`config.mk`:
```
export PLATFORM = sky130hd
export DESIGN_NAME = mem_stage_lsu
export DESIGN_NICKNAME = d
export VERILOG_FILES = /design/src/rtl/mem_stage_lsu.sv
export SDC_FILE = /design/constraint.sdc
export NUM_CORES = 1
export LEC_CHECK = 0
export CAP_MARGIN = 30
export CORE_ASPECT_RATIO = 1.25
export CORE_UTILIZATION = 40
export CTS_BUF_LIST = sky130_fd_sc_hd__clkbuf_4
export DETAILED_ROUTE_END_ITERATION = 12
export PLACE_DENSITY = 0.75
export SLEW_MARGIN = 20
export SYNTH_ARGS = -nofsm -noshare
export SYNTH_HDL_FRONTEND = slang
export SYNTH_SLANG_ARGS = --single-unit
```
`constraint.sdc`:
```
create_clock -name clk -period 10.8 [get_ports clk]
set_input_delay 2.16 -clock clk [delete_from_list [all_inputs] [get_ports clk]]
set_output_delay 2.16 -clock clk [all_outputs]
set_load 0.02 [all_outputs]
```
`src/rtl/mem_stage_lsu.sv`:
```
// mem_stage_lsu: memory-stage load/store unit with request/ready/rvalid handshake and writeback bundle
module mem_stage_lsu (
  input  logic        clk,
  input  logic        rst,
  input  logic        ex_valid,
  input  logic [31:0] ex_alu_result,
  input  logic [31:0] ex_store_data,
  input  logic [4:0]  ex_rd,
  input  logic        ex_reg_write,
  input  logic        ex_mem_read,
  input  logic        ex_mem_write,
  input  logic [2:0]  ex_funct3,
  input  logic [31:0] ex_pc_plus4,
  input  logic        ex_pc_to_reg,
  output logic        dmem_req,
  output logic        dmem_we,
  output logic [31:0] dmem_addr,
  output logic [31:0] dmem_wdata,
  output logic [3:0]  dmem_wstrb,
  input  logic        dmem_ready,
  input  logic        dmem_rvalid,
  input  logic [31:0] dmem_rdata,
  output logic [31:0] alu_result_for_wb,
  output logic [31:0] load_wb_data,
  output logic [4:0]  rd_for_wb,
  output logic        wb_reg_file_in,
  output logic        memtoreg_in,
  output logic        pc_to_reg_in,
  output logic [31:0] pc_plus4_in,
  output logic        mem_wb_flush,
  output logic        mem_stall,
  output logic        misalign_exc
);
  typedef enum logic [1:0] {IDLE, REQ, WAIT, DONE} state_t;
  state_t r_state, w_next;
  logic [31:0] r_alu, r_sd, r_pc4, r_rdata;
  logic [4:0]  r_rd;
  logic [2:0]  r_f3;
  logic        r_reg_write, r_mem_read, r_mem_write, r_pc_to_reg;
  logic        w_mem, w_mis, w_start, w_idle, w_done;
  logic [1:0]  w_o;
  logic [7:0]  w_b;
  logic [15:0] w_h;
  logic [31:0] w_load;
  assign w_mem   = ex_valid & (ex_mem_read | ex_mem_write);
  assign w_mis   = w_mem & ((ex_funct3[1:0] == 2'b01 & ex_alu_result[0]) |
                            (ex_funct3[1:0] == 2'b10 & |ex_alu_result[1:0]));
  assign w_idle  = r_state == IDLE;
  assign w_done  = r_state == DONE;
  assign w_start = w_idle & w_mem & !w_mis;
  assign w_o     = r_alu[1:0];
  assign w_b     = r_rdata[{w_o, 3'b000} +: 8];
  assign w_h     = r_rdata[{w_o[1], 4'b0000} +: 16];
  assign w_load  = r_f3 == 3'b000 ? {{24{w_b[7]}}, w_b} :
                   r_f3 == 3'b001 ? {{16{w_h[15]}}, w_h} :
                   r_f3 == 3'b100 ? {24'b0, w_b} :
                   r_f3 == 3'b101 ? {16'b0, w_h} : r_rdata;
  // state register; reset abandons any outstanding transaction
  always_ff @(posedge clk or posedge rst)
    if (rst) r_state <= IDLE;
    else     r_state <= w_next;
  // next-state: stores skip WAIT, rvalid only matters while waiting
  always_comb begin
    w_next = r_state;
    case (r_state)
      IDLE:    w_next = w_start ? REQ : IDLE;
      REQ:     w_next = dmem_ready ? (r_mem_read ? WAIT : DONE) : REQ;
      WAIT:    w_next = dmem_rvalid ? DONE : WAIT;
      default: w_next = IDLE;
    endcase
  end
  // holding register: capture the instruction at detect, load data on response
  always_ff @(posedge clk or posedge rst)
    if (rst) begin
      r_alu <= '0; r_sd <= '0; r_pc4 <= '0; r_rdata <= '0; r_rd <= '0; r_f3 <= '0;
      r_reg_write <= 1'b0; r_mem_read <= 1'b0; r_mem_write <= 1'b0; r_pc_to_reg <= 1'b0;
    end else begin
      if (w_start) begin
        r_alu <= ex_alu_result; r_sd <= ex_store_data; r_pc4 <= ex_pc_plus4; r_rd <= ex_rd;
        r_f3 <= ex_funct3; r_reg_write <= ex_reg_write; r_mem_read <= ex_mem_read;
        r_mem_write <= ex_mem_write; r_pc_to_reg <= ex_pc_to_reg;
      end
      if (r_state == WAIT && dmem_rvalid) r_rdata <= dmem_rdata;
    end
  // outputs: pass-through from ex_* in IDLE, latched fields otherwise, all quiet during reset
  always_comb begin
    dmem_req          = r_state == REQ;
    dmem_we           = dmem_req & r_mem_write;
    dmem_addr         = dmem_req ? {r_alu[31:2], 2'b00} : 32'b0;
    dmem_wstrb        = !dmem_req ? 4'b0000 : r_f3[1:0] == 2'b00 ? 4'b0001 << w_o :
                        r_f3[1:0] == 2'b01 ? 4'b0011 << w_o : 4'b1111;
    dmem_wdata        = !dmem_req ? 32'b0 : r_f3[1:0] == 2'b00 ? {4{r_sd[7:0]}} :
                        r_f3[1:0] == 2'b01 ? {2{r_sd[15:0]}} : r_sd;
    alu_result_for_wb = rst ? 32'b0 : w_idle ? ex_alu_result : r_alu;
    rd_for_wb         = rst ? 5'b0 : w_idle ? ex_rd : r_rd;
    pc_plus4_in       = rst ? 32'b0 : w_idle ? ex_pc_plus4 : r_pc4;
    pc_to_reg_in      = !rst & (w_idle ? ex_pc_to_reg : r_pc_to_reg);
    wb_reg_file_in    = !rst & (w_idle ? ex_valid & ex_reg_write & !w_mem : w_done & r_mem_read & r_reg_write);
    memtoreg_in       = !rst & w_done & r_mem_read;
    load_wb_data      = w_done ? w_load : 32'b0;
    mem_stall         = !rst & (w_start | r_state == REQ | r_state == WAIT);
    mem_wb_flush      = rst | (w_idle ? !ex_valid | w_mem : !w_done);
    misalign_exc      = !rst & w_idle & w_mis;
  end
endmodule

```
Yosys cells after proc, flatten, opt, wreduce, memory -nomap -nowiden
Cells that the tools add are included.

Bits in registers: 142. Word-level logic and storage cells: 84. Output and inout port bits: 177.

Mux-type cells: 26. Bitwise operators: 24. Reductions and logical operators: 10. Shifts and indexed selects: 4. Equal/unequal tests: 9.

Operator list (count): $mux W32 (13); $shiftx A32 B6 Y16 (1); $shiftx A32 B6 Y8 (1); $and A1 B1 Y1 (18); $mux W4 (3); $mux W5 (2); $eq A2 B1 Y1 const B (3); $eq A2 B2 Y1 const B (3); $eq A3 B3 Y1 const B (2); $mux W1 (6); $or A1 B1 Y1 (6); $pmux W2 S3 (1); $logic_not A1 Y1 (5); $logic_not A2 Y1 (2); $shl A1 B2 Y4 const A (1); $shl A2 B2 Y4 const A (1); $eq A3 B1 Y1 const B (1); $logic_not A3 Y1 (1); $mux W2 (1); $reduce_or A2 Y1 (1); $logic_and A1 B1 Y1 (1).

Logic depth before layout (Yosys ltp)
Gate-level depths: netlist of the first run.

Word-level depth: 9. Mapped depth: 6. Gate-level depth less buffers: 4.

Worst setup path after synthesis of the first run
No wires, ideal clock.

Kind: input-to-output. From: in rst. To: out mem_wb_flush. Stages on the path: 3. Setup slack: 2.154 ns. Path buffers: 1. Data arrival time: 6.486 ns. Cells stage by stage: clkbuf_1 -> inv_1 -> o21ai_0.

Word-level cells in the longest chain between the ends: 1.

Ends and longest elaborated chain: from (decl) (RTL line 4) `input logic rst,`; $or A1 B1 Y1 (RTL line 102) `mem_wb_flush = rst | (w_idle ? !ex_valid | w_mem : !w_done);`; to (decl) (RTL line 30) `output logic mem_wb_flush,`.

No other way between the ends.

Worst setup path after layout of the first run
From: in ex_alu_result[0]. To: out mem_stall.

Word-level cells in the longest chain between the ends: 9.

Ends and longest elaborated chain: from (decl) (RTL line 6) `input logic [31:0] ex_alu_result,`; $reduce_or A2 Y1 (RTL line 47) `(ex_funct3[1:0] == 2'b10 & |ex_alu_result[1:0]));`; $and A1 B1 Y1 (RTL line 47); $or A1 B1 Y1 (*) (RTL line 46) `assign w_mis = w_mem & ((ex_funct3[1:0] == 2'b01 & ex_alu_result[0]) |`; $and A1 B1 Y1 (*) (RTL line 46); $logic_not A1 Y1 (*) (RTL line 50) `assign w_start = w_idle & w_mem & !w_mis;`; $and A1 B1 Y1 (*) (RTL line 50); $or A1 B1 Y1 (*) (2 in series) (RTL line 101) `mem_stall = !rst & (w_start | r_state == REQ | r_state == WAIT);`; $and A1 B1 Y1 (*) (RTL line 101); to (decl) (RTL line 31) `output logic mem_stall,`.

Every way passes the cells marked *; elsewhere a longest branch is shown, timed or not.

==> results.txt, run 1 <==
----------------------------------------------------
[Logic synthesis]
  Commonest cells in the synthesized netlist ... sky130_fd_sc_hd__nand2_1, sky130_fd_sc_hd__dfrtp_1, sky130_fd_sc_hd__a21oi_1
  YS warnings ... 0
  Mean instance size in the synthesized netlist ... 9.68 um^2
  EDFF count, synth ... 0
  Primary flip-flop cell chosen by synthesis mapping ... sky130_fd_sc_hd__dfrtp_1
  Instance count of the mapped netlist ... 819
  Fraction of post-synthesis cell area in the top cell type by area ... 0.448
  Fraction of registers with async set/reset ... 1.00
  Sequential share of the synthesized area ... 0.448
  Post-Syn Area ... 0.00793 mm^2
  Count of distinct cell types in the synthesized netlist ... between 40 and 50
  Cell taking the most area after synthesis ... sky130_fd_sc_hd__dfrtp_1
  Cell types occupying the most area after synthesis ... sky130_fd_sc_hd__dfrtp_1, sky130_fd_sc_hd__mux2_1, sky130_fd_sc_hd__nand2_1
  Library cell with the highest instance count after synthesis ... sky130_fd_sc_hd__nand2_1
  Register bit total from synthesis ... around 140

[Power and ir drop]
  Logic gate share of total power ... 0.575
  PD cells ... between 200 and 300 mW/mm^2
  Part of the power in the clock network ... 0.119
  Internal ... 1.88 mW
  Worst vdd rail ir drop ... between 0.1 and 0.15 mV
  Net switching fraction of the power ... 0.438
  Sw power ... 1.46 mW
  Leakage Power ... 4.72 nW
  Share of total power in sequential cells ... 0.306

[Job]
  Max Cap Violations ... 0

[Critical path]
  Startpoint-to-endpoint class of the critical path ... in2out
  Cell count of the worst reg-to-reg path ... 6
  Worst-path maximum fanout ... 4
  Category of the worst setup path launch point ... input port
  Data required time of the worst path ... 8640 ps
  Arrival time worst endpoint ... 4410 ps
  Endpoint type of the worst setup path ... output port

[Detailed routing]
  Overall routed net length ... 24900 um
  Number of DRC markers in iteration 0 ... 525
  Antenna Violating Nets Remaining ... 0
  Via total after detailed routing ... 7324
  Routed wire length per instance ... 18.0 um
  Iteration count of the initial detailed-routing pass ... 6
  Number of design rule violations left after detail routing ... 0
  Via density per instance ... 5.29

[Clocking]
  Clock latency on the worst-skew pair ... 560 ps
  Number of buffers added to fix hold violations after cts ... 0
  Clock root cell ... sky130_fd_sc_hd__clkbuf_4
  Number of instances resized during post-cts repair ... 0
  Total clock buffers created by CTS ... 17
  Register clock-pin slew on the reported worst setup and hold paths ... 120 ps
  Deepest level of the CTS H-tree ... 4
  # Post-CTS Setup Buffers ... 0
  CTS Buffer Depth ... 2
  CTS tree ... done
  Clock Sinks ... 142

[STA]
  Transition time at the pin with the least slew margin ... 906 ps
  Setup repair after global routing missed its margin ... no
  Period utilization ... 0.608
  Final Hold Fails ... 0
  Post-Route Setup TNS ... 0 ps
  Minimum period implied by the final worst setup slack ... 6570 ps
  Setup violations, final ... 0
  Worst-case headroom to the max-slew limit ... 0.396
  Max-slew violations ... 0
  Hold WS ... between 400 and 500 ps
  Maximum clock skew at final layout ... 23.3 ps
  Max Clk Rate ... 152 MHz

[Placement]
  Port bufs ... 319
  Final Wtd Congestion ... 0.798
  DP Wirelength ... 17200 um

[Global routing]
  Maximum number of pins on one net before global-route repair ... just over 90
  Number of antenna violations at the first check in global routing ... 2
  Via count of the first global-routing pass ... 7279
  Total global routing overflow ... 0
  Overall fraction of global-route tracks in use ... 0.249
  Wire length of the first global-routing pass ... 39300 um

[Worst hold path]
  Worst hold path class ... reg2reg
  Instance count along the most critical hold path ... 1

[Die]
  Standard-cell row count ... 57
  Horizontal die dimension ... 128 um
  Effective utilization at floorplan ... 0.409
  Number of I/O pins ... 322
  Die area ... 0.0204 mm^2
  Core Box Area ... between 0.015 and 0.02 mm^2
  Die Y ... 159 um

[Finish]
  Share of cells above drive strength 1 ... 0.0841
  Layout net count ... 1254
  Area growth syn-to-layout ... 45.9%

[Run status]
  Result of the run ... complete, no violations

----------------------------------------------------
## cell usage in the layout (no fill, tap or decap), types with 5 or more instances in the layout
master	netlist	final
sky130_fd_sc_hd__clkbuf_4	0	19
sky130_fd_sc_hd__inv_1	6	5
sky130_fd_sc_hd__a221oi_1	7	7
sky130_fd_sc_hd__mux2_1	98	98
sky130_fd_sc_hd__o22ai_1	8	8
sky130_fd_sc_hd__mux2_2	42	42
sky130_fd_sc_hd__buf_4	3	11
sky130_fd_sc_hd__or3_1	7	7
sky130_fd_sc_hd__and2_1	40	40
sky130_fd_sc_hd__o21ai_0	26	26
sky130_fd_sc_hd__mux2i_1	26	26
sky130_fd_sc_hd__a211oi_1	9	9
sky130_fd_sc_hd__dfrtp_1	142	141
sky130_fd_sc_hd__nand2_1	177	177
sky130_fd_sc_hd__clkdlybuf4s50_1	0	318
sky130_fd_sc_hd__a21oi_1	107	107
sky130_fd_sc_hd__nor2_1	31	30
## power groups by stage
stage          logic (mW)  clock network [mW]  registers, mW
2_1_floorplan        1.23                   0          0.945
3_3_place_gp         1.88                   0           1.03
3_5_place_dp         1.90                   0           1.04
4_1_cts              1.91               0.407           1.03
5_1_grt              2.08               0.428           1.06
6_report             1.92               0.396           1.02
## stage by stage
step	setup WS, ps	power, mW	instance area, um^2	utilization	cells
global route	4140	3.58	11600	0.596	1385
floorplan	2150	2.17	7930	-	820
CTS	4260	3.35	11500	0.594	1382
global placement	4290	2.91	11200	0.578	1350
finish	4230	3.34	11600	0.596	1385
detailed placement	4270	2.94	11200	0.578	1350
## cells by family (layout without fill, tap and decap cells)
family          after synthesis  in the layout  share of synthesized area
simple gates                267            267                      0.145
compound gates              167            167                      0.119
mux                         167            167                      0.235
flops                       142            142                      0.448
buf+inv                      71            369                     0.0467
fa+ha+maj                     4              4                    0.00631
other cells                   1              4                   0.000473
## routing by layer
layer,global-route usage,up-vias,part of all wire
met5,0,-,0
li1,-,3388,-
met4,0.132,0,0.042
met1,0.316,3558,0.41
met2,0.396,310,0.49
met3,0.0531,68,0.062
## path summary, 6_finish.rpt
kind	startpoint	endpoint	slack (ps)
max	ex_alu_result[0]	mem_stall	4230
min	r_mem_write	r_mem_write	500
max reg2reg	r_state[1]	r_f3[0]	7350
min reg2reg	r_mem_write	r_mem_write	500
max in group asynchronous	rst	r_pc4[0]	7290
min in group asynchronous	rst	r_sd[26]	2270
## layout make-up
type / count / area, um^2
Antenna cell: 2 / 5.00
Sequential cell: 142 / 3550
Clock buffer: 19 / 143
Inverter: 6 / 27.5
Clock inverter: 13 / 185
Fill cell: 1717 / 7830
Multi-Input combinational cell: 607 / 4020
Tap cell: 265 / 332
Timing Repair Buffer: 331 / 3300
## critical path: stages
cell and delay (ps):
sky130_fd_sc_hd__clkdlybuf4s50_1 530, sky130_fd_sc_hd__o21ai_0 140, sky130_fd_sc_hd__o21ai_0 610, sky130_fd_sc_hd__nor2_4 70, sky130_fd_sc_hd__o31a_1 310, sky130_fd_sc_hd__clkdlybuf4s50_1 580
No activity file was read; power rests on OpenSTA's default activity.
==> run 2: changes to the inputs <==
- PLACE_DENSITY: 0.75 -> 0.78
- clock period: 10.8 -> 5.6 ns (I/O delays scaled with it)
==> run 2 against run 1 <==
Via count fell by 2.5%; highest routed layer unchanged; clock skew fell by 3.4 ps; largest power group unchanged; die area is the same; power is 90% higher; global-route usage fell by 0.064 points; routed wire length decreased by 0.47%; clock power rose by 74%; setup slack worse by 3000 ps; register-to-register slack got worse by 5300 ps; core utilization decreased by 0.077 points; final cell count rose by 0.14%; sequential cell count did not move.
==> results.txt, run 2 (same netlist as run 1, synthesis figures left out) <==
----------------------------------------------------
[Clocking]
  Number of instances resized during post-cts repair ... 0 (unchanged)
  Total clock buffers created by CTS ... 17 (unchanged)
  CTS Buffer Depth ... 2 (unchanged)
  Clock latency on the worst-skew pair ... 560 ps (about the same)
  Register clock-pin slew on the reported worst setup and hold paths ... 120 ps (about the same)
  Number of buffers added to fix hold violations after cts ... 0 (unchanged)
  CTS tree ... done (unchanged)
  Clock root cell ... sky130_fd_sc_hd__clkbuf_4 (unchanged)
  Clock Sinks ... 142 (unchanged)
  # Post-CTS Setup Buffers ... 0 (unchanged)
  Deepest level of the CTS H-tree ... 4 (unchanged)

[Finish]
  Layout net count ... 1257 (was 1254)
  Filler Cells Inserted ... 1681 (was 1717)
  Area growth syn-to-layout ... 45.7% (was 45.9%)
  Most frequent cells in the layout ... sky130_fd_sc_hd__clkdlybuf4s50_1, sky130_fd_sc_hd__nand2_1, sky130_fd_sc_hd__dfrtp_1 (unchanged)
  Most common cell after layout, fill and taps aside ... sky130_fd_sc_hd__clkdlybuf4s50_1 (unchanged)
  Final design utilization ... 0.595 (was 0.596)
  Share of cells above drive strength 1 ... 0.0874 (was 0.0841)

[Power and ir drop]
  Leakage Power ... 4.70 nW (was 4.72 nW)
  Net switching fraction of the power ... 0.444 (was 0.438)
  Logic gate share of total power ... 0.585 (was 0.575)
  Sw power ... 2.82 mW (was 1.46 mW)
  Internal ... 3.54 mW (was 1.88 mW)
  Share of total power in sequential cells ... 0.307 (was 0.306)
  Worst vdd rail ir drop ... 0.293 mV (was 0.136 mV)
  Part of the power in the clock network ... 0.109 (was 0.119)
  PD cells ... 551 mW/mm^2 (was 289 mW/mm^2)
  Final Power ... 6.36 mW (was 3.34 mW)

[Die]
  Number of I/O pins ... 322 (unchanged)
  Standard-cell row count ... 57 (unchanged)
  Die area ... 0.0204 mm^2 (unchanged)
  Core Box Area ... 0.0194 mm^2 (unchanged)
  Effective utilization at floorplan ... 0.409 (unchanged)
  Die Y ... 159 um (unchanged)
  Horizontal die dimension ... 128 um (unchanged)

[STA]
  Setup violations, final ... 0 (unchanged)
  Maximum clock skew at final layout ... 19.9 ps (was 23.3 ps)
  Setup ws final ... 1220 ps (was 4230 ps)
  Final Hold Fails ... 0 (unchanged)
  Max-slew violations ... 0 (unchanged)
  Post-Route Setup TNS ... 0 ps (unchanged)
  Hold WS ... 499 ps (was 496 ps)
  Max Clk Rate ... 228 MHz
  Minimum period implied by the final worst setup slack ... 4380 ps
  Period utilization ... 0.782
  Setup repair after global routing missed its margin ... no (unchanged)
  Worst-case headroom to the max-slew limit ... 0.416 (was 0.396)
  Transition time at the pin with the least slew margin ... 876 ps (was 906 ps)

[Critical path]
  Category of the worst setup path launch point ... flop (was input port)
  Slack of the worst reg-to-reg path ... 2070 ps (was 7350 ps)
  Worst-path maximum fanout ... 25 (was 4)
  Startpoint-to-endpoint class of the critical path ... reg2out (was in2out)
  Arrival time worst endpoint ... 3260 ps (was 4410 ps)
  Critical path launch point ... r_alu[1] (was ex_alu_result[0])
  Beginning of the worst register-to-register path ... r_state[1] (unchanged)
  Cell-by-cell listing of the critical path ... buf_4 > mux4_2 > a21oi_1 > a211oi_1 > clkdlybuf4s50_1 (was clkdlybuf4s50_1 > o21ai_0 > o21ai_0 > nor2_4 > o31a_1 > clkdlybuf4s50_1)
  Biggest cell delay along the critical path ... 660 ps (was 610 ps)
  Data required time of the worst path ... 4480 ps (was 8640 ps)
  Slowest stage cell on the critical path ... sky130_fd_sc_hd__a21oi_1 (was sky130_fd_sc_hd__o21ai_0)
  Endpoint type of the worst setup path ... output port (unchanged)

[Detailed routing]
  Routed wire length per instance ... 17.9 um (was 18.0 um)
  Iteration count of the initial detailed-routing pass ... 4 (was 6)
  Via total after detailed routing ... 7138 (was 7324)
  Via density per instance ... 5.15 (was 5.29)
  Overall routed net length ... 24800 um (was 24900 um)
  Number of DRC markers in iteration 0 ... 368 (was 525)
  Antenna Violating Nets Remaining ... 0 (unchanged)
  Number of design rule violations left after detail routing ... 0 (unchanged)

[Placement]
  DP Wirelength ... 17200 um (about the same)
  Port bufs ... 319 (unchanged)
  Final Wtd Congestion ... 0.827 (was 0.798)
  Pre-CTS worst setup slack ... 1250 ps (was 4270 ps)

[Global routing]
  Most utilized layer in the global route result ... met2 (unchanged)
  Via count of the first global-routing pass ... 7264 (was 7279)
  Maximum number of pins on one net before global-route repair ... 73 (was 91)
  M2 GR Usage ... 0.417 (was 0.396)
  Overall fraction of global-route tracks in use ... 0.248 (was 0.249)
  Wire length of the first global-routing pass ... 39400 um (was 39300 um)
  Total global routing overflow ... 0 (unchanged)
  Number of antenna violations at the first check in global routing ... 1 (was 2)
  Global routing met3 resource utilization ... 0.0531 (unchanged)
  GR Layer Usage met1 ... 0.309 (was 0.316)

[Run status]
  Result of the run ... complete, no violations (unchanged)

[Worst hold path]
  Start point of the worst min-delay path ... r_sd[16] (was r_mem_write)
  Worst hold path class ... reg2reg (unchanged)

[Job]
  Max Cap Violations ... 0 (unchanged)

----------------------------------------------------
==> run 2: changes by cell type in the layout (fill, tap and decap cells not counted), sizes merged, moves of 2 or more <==
cell	previous run	this run
buf	13	16
bufinv	4	2
clkinvlp	1	5
inv	9	7
==> run 2: final timing paths <==
| check | cells past startpoint | endpoint |
|---|---|---|
| max | 5 | load_wb_data[10] |
| max reg2reg | 6 | r_f3[1] |
| min | 1 | r_sd[16] |
| max in group asynchronous | 5 | r_sd[15] |
| min reg2reg | 1 | r_sd[16] |
| min in group asynchronous | 3 | r_alu[21] |
==> run 2: power groups by stage <==
stage	sequential, mW	combinational, mW	clock, mW
after global routing	2.03	4.03	0.756
final	1.95	3.72	0.690
after global placement	1.93	3.68	0
after detailed placement	1.97	3.74	0
after floorplan	1.82	2.36	0
after CTS	1.94	3.75	0.713
==> run 2: cell type report <==
type / instances / area (um^2) / area share
sequential: 142 / 3550 / 0.308
tap: 265 / 332 / 0.0287
multi-input combinational: 607 / 4020 / 0.348
inverter: 6 / 26.3 / 0.00227
clock buffer: 20 / 150 / 0.0130
clock inverter: 12 / 139 / 0.0120
antenna: 1 / 2.50 / 0.000217
timing repair buffer: 334 / 3330 / 0.288
==> run 2: through the flow <==
step           std cells  instance area, um^2
3_3_place_gp        1353                11200
5_1_grt             1387                11500
4_1_cts             1385                11500
6_report            1387                11500
2_1_floorplan        820                 7940
3_5_place_dp        1353                11200
==> run 2: routing by layer <==
layer,wire length [um],vias to the layer above
met2,12400,268
li1,-,3399
met5,0,-
met1,10300,3428
met4,690,0
met3,1410,43
==> run 2: worst max-delay path, delay by kind of cell (launching register included) <==
kind | cells | cell delay (ps)
AOI/OAI and AO/OA | 2 | 810
buffers and inverters | 2 | 970
DFF | 1 | 530
muxes | 1 | 410
